==> config.mk <==
export PLATFORM = sky130hd
export DESIGN_NAME = dc_fifo
export DESIGN_NICKNAME = d
export VERILOG_FILES = /design/src/rtl/dc_fifo.sv
export SDC_FILE = /design/constraint.sdc
export NUM_CORES = 1
export LEC_CHECK = 0
export CORE_ASPECT_RATIO = 0.7
export CORE_UTILIZATION = 45
export CTS_CLUSTER_DIAMETER = 50
export DETAILED_ROUTE_END_ITERATION = 6
export PLACE_DENSITY = 0.65
export SLEW_MARGIN = 20
export SYNTH_ARGS = -nofsm -noshare
export SYNTH_HDL_FRONTEND = slang
export SYNTH_SLANG_ARGS = --single-unit
==> constraint.sdc <==
create_clock -name clk_i -period 3.2 [get_ports clk_i]
set_clock_uncertainty 0.2 [all_clocks]
set_input_delay 0.96 -clock clk_i [delete_from_list [all_inputs] [get_ports clk_i]]
set_output_delay 0.96 -clock clk_i [all_outputs]
set_load 0.02 [all_outputs]
==> src/rtl/dc_fifo.sv <==
`default_nettype none
// ============================================================================
// Module      : dc_fifo
// Description : Single-clock FIFO of 2**AWIDTH words x DWIDTH bits. It exposes
//               both the write-side and read-side flag/usedw port sets, so it
//               can stand in for the dual-view FIFO wherever that is expected.
//               SHOWAHEAD="ON" gives first-word-fall-through; "OFF" gives a
//               registered q_o that updates one cycle after a read request.
//               Define DC_FIFO_CLEAR_MEM_EN to make srst_i clear the storage.
// Revision    : 1.0 - initial release
// ============================================================================
module dc_fifo #(
  parameter int    DWIDTH    = 8,
  parameter int    AWIDTH    = 3,
  parameter string SHOWAHEAD = "ON"
) (
  input  logic              clk_i,
  input  logic              srst_i,
  input  logic              wr_req_i,
  input  logic              rd_req_i,
  input  logic [DWIDTH-1:0] data_i,
  output logic [DWIDTH-1:0] q_o,
  output logic              wr_empty_o,
  output logic              wr_full_o,
  output logic [AWIDTH-1:0] wr_usedw_o,
  output logic              rd_empty_o,
  output logic              rd_full_o,
  output logic [AWIDTH-1:0] rd_usedw_o
);

  localparam int                c_DEPTH    = 2 ** AWIDTH;
  localparam logic [AWIDTH:0]   c_CNT_FULL = (AWIDTH + 1)'(c_DEPTH);
  localparam logic [AWIDTH:0]   c_CNT_ONE  = (AWIDTH + 1)'(1);
  localparam logic [AWIDTH-1:0] c_PTR_ONE  = AWIDTH'(1);

  logic [DWIDTH-1:0] mem_q [c_DEPTH];

  logic [AWIDTH-1:0] wr_ptr_q, wr_ptr_d;
  logic [AWIDTH-1:0] rd_ptr_q, rd_ptr_d;
  logic [AWIDTH:0]   count_q,  count_d;

  logic w_empty;
  logic w_full;
  logic w_wr_valid;
  logic w_rd_valid;

  // Flags come straight from the registered count, so they already reflect
  // the most recent edge. Validity uses the pre-edge flags: a simultaneous
  // request on an empty FIFO only writes, on a full FIFO only reads.
  assign w_empty    = (count_q == '0);
  assign w_full     = (count_q == c_CNT_FULL);
  assign w_wr_valid = wr_req_i & ~w_full;
  assign w_rd_valid = rd_req_i & ~w_empty;

  // Both views are the same single-clock state.
  assign wr_empty_o = w_empty;
  assign wr_full_o  = w_full;
  assign wr_usedw_o = count_q[AWIDTH-1:0];
  assign rd_empty_o = w_empty;
  assign rd_full_o  = w_full;
  assign rd_usedw_o = count_q[AWIDTH-1:0];

  // Next pointers and count; a simultaneous valid read and write leaves the count alone.
  always_comb begin
    wr_ptr_d = wr_ptr_q;
    rd_ptr_d = rd_ptr_q;
    count_d  = count_q;
    if (w_wr_valid) wr_ptr_d = wr_ptr_q + c_PTR_ONE;
    if (w_rd_valid) rd_ptr_d = rd_ptr_q + c_PTR_ONE;
    case ({w_wr_valid, w_rd_valid})
      2'b10:   count_d = count_q + c_CNT_ONE;
      2'b01:   count_d = count_q - c_CNT_ONE;
      default: count_d = count_q;
    endcase
  end

  // Pointer/count registers; reset discards contents even mid-operation.
  always_ff @(posedge clk_i) begin
    if (srst_i) begin
      wr_ptr_q <= '0;
      rd_ptr_q <= '0;
      count_q  <= '0;
    end else begin
      wr_ptr_q <= wr_ptr_d;
      rd_ptr_q <= rd_ptr_d;
      count_q  <= count_d;
    end
  end

`ifdef DC_FIFO_CLEAR_MEM_EN
  // Storage write port; reset also zeroes every word so the head reads 0.
  always_ff @(posedge clk_i) begin
    if (srst_i) begin
      for (int i = 0; i < c_DEPTH; i++) begin
        mem_q[i] <= '0;
      end
    end else if (w_wr_valid) begin
      mem_q[wr_ptr_q] <= data_i;
    end
  end
`else
  // Storage write port; contents are undefined until written.
  always_ff @(posedge clk_i) begin
    if (!srst_i && w_wr_valid) begin
      mem_q[wr_ptr_q] <= data_i;
    end
  end
`endif

  generate
    if (SHOWAHEAD == "ON") begin : g_showahead
      // Head word is visible without a request; valid whenever not empty.
      assign q_o = mem_q[rd_ptr_q];
    end else begin : g_registered
      logic [DWIDTH-1:0] q_q;
      // Capture the popped head at each valid read; hold otherwise.
      always_ff @(posedge clk_i) begin
        if (srst_i) begin
          q_q <= '0;
        end else if (w_rd_valid) begin
          q_q <= mem_q[rd_ptr_q];
        end
      end
      assign q_o = q_q;
    end
  endgenerate

endmodule
`default_nettype wire

After elaboration in Yosys (flattened, before gate mapping)
Memories as Yosys holds them, arrays and structs flattened. A register that Yosys moved wholly into a read port is not among the register bits.
Cells that the tools add are included.
{"block": "word_totals", "ff_bits": 10, "ramBits": 64, "output_inout_bits": 18, "elab_cells": 24, "mem_count": 1}
{"block": "classes", "n_addsub": 4, "n_eq_ne": 3, "muxes": 5, "n_bitwise": 4, "reduce_logical": 4}
{"name": "mem_q", "words": 8, "word_bits": 8, "read_ports": 1, "rd_ports_with_merged_regs": 1, "write_ports": 1, "line": "36", "source": "logic [DWIDTH-1:0] mem_q [c_DEPTH];"}
{"operator": "$pmux 4 s2", "count": 1}
{"operator": "$add 3x1->3 const B", "count": 2}
{"operator": "$mux 3", "count": 2}
{"operator": "$add 4x1->4 const B", "count": 1}
{"operator": "$eq 4x4->1 const B", "count": 1}
{"operator": "$logic_not 4->1", "count": 1}
{"operator": "$sub 4x1->4 const B", "count": 1}
{"operator": "$and 1x1->1", "count": 2}
{"operator": "$eq 2x1->1 const B", "count": 1}
{"operator": "$eq 2x2->1 const B", "count": 1}
{"operator": "$mux 1", "count": 2}
{"operator": "$not 1->1", "count": 2}
{"operator": "$reduce_bool 2->1", "count": 1}
{"operator": "$logic_and 1x1->1", "count": 1}
{"operator": "$logic_not 1->1", "count": 1}

Logic depth before layout (Yosys ltp)
Gate-level depths: netlist of run 1.
{"block": "logic_depth", "ltp_word": 6, "depth_mapped": 10}

Least setup slack after synthesis of run 1
Ideal clock, no wire load.
{"block": "synth_path", "path_kind": "input-to-reg", "startpoint": "input rd_req_i", "endpoint": "register count_q[3]", "setup_time_ps": 70, "arrival_ps": 2483, "required_ps": 2930, "slack_ps": 447, "path_stages": 7, "n_path_buf": 0, "path_cell_list": "o41a_1 -> ha_1 -> ha_1 -> a21oi_1 -> a21oi_1 -> or4_1 -> a21oi_1"}
{"block": "synth_via", "elab_chain_len": 3, "elab_cells_between_ends": 5, "cone_classes": "eq/ne (2); mux (1); bitwise (1); reduce/logical (1)"}
{"item": "from (decl)", "line": "20", "source": "input logic rd_req_i,"}
{"item": "$and 1x1->1 *", "line": "53", "source": "assign w_rd_valid = rd_req_i & ~w_empty;"}
{"item": "$eq 2x1->1 or $eq 2x2->1 (tied branches)", "line": "70", "source": "case ({w_wr_valid, w_rd_valid})"}
{"item": "$pmux 4 s2 or $reduce_bool 2->1 (tied branches)"}
{"item": "to (signal assigned)", "line": "86", "source": "count_q <= count_d;"}
{"item": "to (decl)", "line": "40", "source": "logic [AWIDTH:0] count_q, count_d;"}
Mark *: on every way between the ends. The rest lies on a longest branch, timed or not.
A chain may end at the register's enable or synchronous reset.

==> impl_results.md, run 1 <==
- Sequential Area: 2180 um^2
- Reg2reg setup slack: 0.47 ns
- Reg clk slew, reported paths: 0.08 ns
- Critical path launch point type: register
- Critical path depth in cells: 4
- Fin cells: 318
- Crit path buf inv count: 2
- Cell taking the most area after synthesis: edfxtp_1
- Final worst path period need: 3.13 ns
- DR WL met3: 459 um
- Worst Hold Class: register to register
- Leak: 0.00135 uW
- Die height: 72.4 um
- CTS tree: built
- FFs w/ async S/R, synth: 0%
- Crit-path cells: bufbuf_16 -> mux4_2 -> mux2_2 -> clkdlybuf4s15_2
- Seq/Total Area, Yosys: 68.5%
- Share of layout cells above drive strength 1: 21.9%
- Placer congestion estimate: 0.827
- VDD IR max: 308 uV
- Sum of negative setup slack: 0 ns
- Drt wl/cell: 19.3 um
- CP max stage cell: mux4_2
- M1 WL: 2460 um
- Part of the power in registers: 41.3%
- Final worst path period share: 97.8%
- Footprint of the multi-input gates: 878 um^2
- DRT iter0 DRCs: 60
- I/O Pins: 30
- Synth area leaders: edfxtp_1 60%, mux4_1 12%, dfxtp_1 8.2%
- Area share of the largest cell type after synthesis: 60.4%
- Worst Path Arrival: 1.97 ns
- Filler cell count in the final layout: 523
- Site Rows: 25
- R2R Path Start: count_q[2]$_SDFFE_PP0P_
- Net switching power: 823 uW
- Hold depth: 2
- Slew @ Worst Pin: 0.448 ns
- Syn_nets: 194
- CP delay by family, top: multiplexers
- Kind of critical path: register to output pin
- Slew Limit Fails: 0
- Die area: 7420 um^2
- Drt total wl: 6150 um
- Placed cell count: 301
- Max clock buf depth: 2
- Pre-CTS setup slack: -0.101 ns
- Crit path largest cell delay: 0.48 ns
- Largest net degree at the start of global routing: 17
- Critical Path RT: 2.04 ns
- Avg Inst Size Synth: 18.1 um^2
- TritonCTS Buffers: 9
- Logic pwr share: 31.6%
- Number of global-route vias before repair: 1747
- Final nets: 237
- Max-cap violation count: 0
- Setup crit end: q_o[0]
- # setup viols final: 0
- Root Buffer: clkbuf_8
- DRT Pass-1 Iters: 4
- DR vias/cell: 5.34
- GRT Residual Overflow: 0
- Hold Buf Count CTS: 0
- Starting density of the core: 46.9%
- H-tree levels: 3
- Seq cells post-synth: 77
- Setup ws final: 0.0700 ns
- Crit path max fanout: 8
- Final Hold Fails: 0
- Detailed Place HPWL: 3950 um
- Synth Warn #: 0
- Core Box Area: 6790 um^2
- Residual DRC: 0
- Outcome: finished, final reports clean
- R2r endpoint: count_q[3]$_SDFFE_PP0P_
- Diode count: 0
- # port buffers: 29
- Die extent in x: 103 um
- P per Cell Area: 752 nW/um^2
- Met2 WL: 3190 um
- Overall Global Routing Usage: 18.7%
- Most common library cells after synthesis: 64 x edfxtp_1, 16 x nor2_1, 15 x mux4_1
- Synth Instances: 176
- Count leader, synth: edfxtp_1
- First-pass GRT wire length: 9540 um
- Synthesized area: 3180 um^2
- Max_slew headroom: 70.1%
- Top Metal Used: met4
- Internal: 2080 uW
- Via Count: 1699
- ANT nets after route: 0
- FF-to-FF path depth: 8
- Clock share of power: 27.1%
- Initial antenna violation count: 0
- Clock Latency Late Sink: 0.34 ns
- Fmax: 0.319 GHz
- RSZ-0062 raised after global routing: no
- CP Capture Type: output pin
- Post-synth top flop: edfxtp_1
- Sw Share: 28.4%
- Fin util: 56.8%
- Synthesis-to-layout area growth: 21.1%
- Synth cell types: 31
- EDFF count, synth: 64
- Clock sink total: 77
==> area by class of cell <==
type | count | area share [%]
repair buffers | 47 | 11.6
clock inverters | 6 | 2.27
flip-flops and latches | 77 | 56.6
well taps | 94 | 3.05
inverters | 4 | 0.389
clock buffers | 10 | 3.31
multi-input cells | 80 | 22.8
==> routing by layer <==
metal / up-vias / global-route usage [%]
met5: - / 0
met4: 0 / 7.78
met3: 4 / 5.39
met2: 61 / 30.8
met1: 856 / 23.4
li1: 778 / -
==> state kept, by name, indices dropped and copies added, names as in the netlist, named ones only <==
register,count
mem_q,64
count_q,4
rd_ptr_q,3
wr_ptr_q,3
==> timing repair <==
action                     in CTS  in global routing
setup buffers                   0                  0
hold endpoints to repair        0                  0
resized for setup              26                  3
gates cloned                    1                  0
pin swaps                       0                  0
setup endpoints to repair      10                  3
==> cells by family (layout without fill, tap and decap cells) <==
logic type	Yosys count	count (layout)	synth area share, %
and+or+nand+nor	35	35	5.46
muxes	25	25	16.2
xor gates and xnor gates	6	6	1.65
DFF	77	77	68.5
adders and majority gates	6	6	2.59
buffers and inverters	19	67	4.01
AOI/OAI and AO/OA	8	8	1.53
==> power by group through the flow <==
stage               Sequential, uW  Combinational (uW)  Clock [uW]
floorplan                     1210                 624           0
global placement              1210                 871           0
detailed placement            1210                 900           0
CTS                           1200                 923         804
global route                  1210                 978         840
finish                        1200                 915         786
==> tightest hold or removal path, cell delays in order (launching register included) <==
cell and delay, ns:
dfxtp_1 0.35, o31ai_1 0.08, a21oi_1 0.06
==> cells in the final DEF, fill, tap and decap left out, types with 2 or more instances in the layout <==
cell             netlist  layout
a21oi_1                6       6
buf_2                  2       4
buf_4                  8      16
bufinv_16              0       2
clkbuf_8               0       9
clkdlybuf4s15_1        0       3
clkdlybuf4s50_1        0      19
clkinvlp_4             0       2
dfxtp_1               13      12
edfxtp_1              64      64
ha_1                   5       5
inv_1                  4       4
mux2_2                 8       8
mux4_1                15      15
nand2_1                4       4
nand3_1                4       4
nor2_1                16      16
nor3_1                 3       3
nor4_1                 2       2
xor2_1                 5       5
==> worst min-delay path by stage <==
| stage | from | end |
|---|---|---|
| floorplan | count_q[3]$_SDFFE_PP0P_ | count_q[3]$_SDFFE_PP0P_ |
| global placement | count_q[3]$_SDFFE_PP0P_ | count_q[3]$_SDFFE_PP0P_ |
| detailed placement | count_q[3]$_SDFFE_PP0P_ | count_q[3]$_SDFFE_PP0P_ |
| CTS | count_q[3]$_SDFFE_PP0P_ | count_q[3]$_SDFFE_PP0P_ |
| global route | count_q[3]$_SDFFE_PP0P_ | count_q[3]$_SDFFE_PP0P_ |
| finish | count_q[3]$_SDFFE_PP0P_ | count_q[3]$_SDFFE_PP0P_ |
==> per-stage QoR <==
step / instance area, um^2 / total power [uW] / hold slack (ns)
3_5_place_dp: 3620 / 2110 / 0.323
5_1_grt: 3850 / 3020 / 0.364
2_1_floorplan: 3180 / 1830 / 0.268
3_3_place_gp: 3620 / 2080 / 0.297
6_report: 3850 / 2900 / 0.334
4_1_cts: 3850 / 2920 / 0.331
No activity file was read; power rests on OpenSTA's default activity.
==> inputs of run 2 (changes only) <==
--- a/config.mk
+++ b/config.mk
@@ -5,11 +5,11 @@
 export SDC_FILE = /design/constraint.sdc
 export NUM_CORES = 1
 export LEC_CHECK = 0
-export CORE_ASPECT_RATIO = 0.7
-export CORE_UTILIZATION = 45
+export CORE_ASPECT_RATIO = 1.75
+export CORE_UTILIZATION = 56
 export CTS_CLUSTER_DIAMETER = 50
 export DETAILED_ROUTE_END_ITERATION = 6
-export PLACE_DENSITY = 0.65
+export PLACE_DENSITY = 0.78
 export SLEW_MARGIN = 20
 export SYNTH_ARGS = -nofsm -noshare
 export SYNTH_HDL_FRONTEND = slang
==> run 2 against run 1 <==
  * Clock power up 3.1%
  * Non-clock buffer count down 1
  * Cell count down 6.0%
  * Power up 0.41%
  * Clock-buffer cell count up 4
  * Combinational power down 3.3%
  * Critical path depth unchanged
  * Sequential power about the same
  * Flip-flop and latch count unchanged
  * Via count down 1.8%
  * First-iteration DRC count down 15%
==> impl_results.md, run 2 (synthesis results as in run 1) <==
- Share of layout cells above drive strength 1: 23.3% (was 21.9%)
- Part of the power in registers: 41.8% (was 41.3%)
- Die extent in x: 59 um (was 103 um)
- ANT nets after route: 0 (unchanged)
- Drt total wl: 5650 um (was 6150 um)
- Setup ws final: 0.0673 ns (was 0.0700 ns)
- Top flop regs: mem_q (64), count_q (4) (unchanged)
- Worst Hold Class: register to register (unchanged)
- Die height: 102 um (was 72.4 um)
- Critical Path RT: 2.04 ns (about the same)
- Crit path max fanout: 8 (unchanged)
- First-pass GRT wire length: 8940 um (was 9540 um)
- Site Rows: 36 (was 25)
- Drt wl/cell: 18.9 um (was 19.3 um)
- I/O Pins: 30 (unchanged)
- Max_slew headroom: 71.9% (was 70.1%)
- DR vias/cell: 5.58 (was 5.34)
- GRT Residual Overflow: 0 (unchanged)
- Initial antenna violation count: 0 (unchanged)
- TritonCTS Buffers: 9 (unchanged)
- VDD IR max: 556 uV (was 308 uV)
- Post-Layout Inst Area: 3830 um^2 (was 3850 um^2)
- Internal: 2090 uW (was 2080 uW)
- Starting density of the core: 57.5% (was 46.9%)
- Overall power: 2910 uW (was 2900 uW)
- Clock Latency Late Sink: 0.34 ns (about the same)
- CTS tree: built (unchanged)
- RSZ-0062 raised after global routing: no (unchanged)
- Final nets: 236 (was 237)
- Leak: 0.00137 uW (was 0.00135 uW)
- Reg clk slew, reported paths: 0.08 ns (about the same)
- Root Buffer: clkbuf_8 (unchanged)
- Slew @ Worst Pin: 0.421 ns (was 0.448 ns)
- P per Cell Area: 760 nW/um^2 (was 752 nW/um^2)
- Worst Path Arrival: 1.97 ns (about the same)
- Clock share of power: 27.8% (was 27.1%)
- Kind of critical path: register to output pin (unchanged)
- DRT iter0 DRCs: 51 (was 60)
- Post CTS Setup Buffer Count: 0 (unchanged)
- Final Hold Fails: 0 (unchanged)
- H-tree levels: 3 (unchanged)
- Critical path launch point type: register (unchanged)
- Net switching power: 816 uW (was 823 uW)
- Detailed Place HPWL: 3760 um (was 3950 um)
- Via Count: 1669 (was 1699)
- Final worst path period share: 97.9% (was 97.8%)
- # setup viols final: 0 (unchanged)
- CP Capture Type: output pin (unchanged)
- Most frequent cells in the layout: 64 x edfxtp_1, 19 x clkdlybuf4s50_1, 16 x nor2_1 (was 64 x edfxtp_1, 19 x clkdlybuf4s50_1, 16 x nor2_1, 16 x buf_4, 15 x mux4_1)
- Sw Share: 28.0% (was 28.4%)
- Fmax: 0.319 GHz (about the same)
- Placer congestion estimate: 0.685 (was 0.827)
- Largest reg by FF count: mem_q (unchanged)
- DRT Pass-1 Iters: 4 (unchanged)
- Pre-CTS setup slack: -0.0383 ns (was -0.101 ns)
- Logic pwr share: 30.4% (was 31.6%)
- Max reg flops: 64 (unchanged)
- Outcome: finished, final reports clean (unchanged)
- Commonest non-fill, non-tap cell in the layout: edfxtp_1 (unchanged)
- Final worst path period need: 3.13 ns (about the same)
- Number of global-route vias before repair: 1756 (was 1747)
- Diode count: 0 (unchanged)
- Core Box Area: 5540 um^2 (was 6790 um^2)
- # port buffers: 29 (unchanged)
- Overall Global Routing Usage: 22.2% (was 18.7%)
- Largest net degree at the start of global routing: 17 (unchanged)
- Max-cap violation count: 0 (unchanged)
- Slew Limit Fails: 0 (unchanged)
- Residual DRC: 0 (unchanged)
- Max clock buf depth: 2 (unchanged)
- Post-placement cell area: 3590 um^2 (was 3620 um^2)
- Hold Buf Count CTS: 0 (unchanged)
- Clock sink total: 77 (unchanged)
- Synthesis-to-layout area growth: 20.2% (was 21.1%)
- Die area: 6000 um^2 (was 7420 um^2)
[run 2: changes by cell type in the layout (fill, tap and decap cells not counted), sizes merged]
| cell | change |
|---|---|
| dlygate4sd2 | -1 |
| buf | +2 |
| clkdlybuf4s15 | -4 |
| dlymetal6s2s | +1 |
| clkinvlp | -2 |
| clkbuf | +5 |
| inv | +2 |
| bufinv | -2 |
| clkinv | -2 |
[run 2: metrics by stage]
stage                     cells  hold WS [ns]  util [%]  TNS (ns)
after floorplan             176         0.268         -         0
after global placement      282         0.294      64.8  -0.00126
after detailed placement    282         0.311      64.8   -0.0383
after CTS                   299         0.333      69.3         0
after global routing        299         0.380      69.1         0
final                       299         0.335      69.1         0
[run 2: repair_timing]
action | 4_1_cts | 5_1_grt
resized for setup | 31 | 5
gates cloned | 1 | 0
setup endpoints to repair | 8 | 5
[run 2: path summary, 6_finish.rpt]
kind,from,slack [ns],to,cells past startpoint
setup reg to reg,count_q[1]$_SDFFE_PP0P_,0.36,count_q[3]$_SDFFE_PP0P_,9
hold reg to reg,count_q[3]$_SDFFE_PP0P_,0.33,count_q[3]$_SDFFE_PP0P_,2
hold / removal,count_q[3]$_SDFFE_PP0P_,0.33,count_q[3]$_SDFFE_PP0P_,2
setup / recovery,register,0.07,q_o[7],4
[run 2: worst max-delay path, stage by stage (launching register included)]
cell and delay (ns):
dfxtp_4 0.38, bufbuf_16 0.28, mux4_1 0.54, mux2_2 0.28, buf_2 0.16
[run 2: final cells by class]
type | instances | area [um^2]
inverters | 4 | 15.0
flip-flops and latches | 77 | 2190
clock buffers | 14 | 228
repair buffers | 46 | 420
multi-input cells | 80 | 871
fillers | 372 | 1710
clock inverters | 2 | 12.5
well taps | 76 | 95.1
[run 2: metal layers]
metal / share of wire [%] / up-vias / global-route usage, % / wire [um]
met4: 1.8 / 0 / 11.4 / 99
met2: 60 / 49 / 41.3 / 3390
li1: - / 771 / - / -
met5: 0 / - / 0 / 0
met3: 3.5 / 10 / 4.73 / 198
met1: 35 / 839 / 22.3 / 1970
[run 2: power by group through the flow]
stage / Clock (uW) / Sequential, uW / Combinational (uW)
CTS: 821 / 1210 / 900
floorplan: 0 / 1210 / 624
detailed placement: 0 / 1230 / 878
global route: 865 / 1220 / 951
global placement: 0 / 1220 / 846
finish: 810 / 1220 / 885
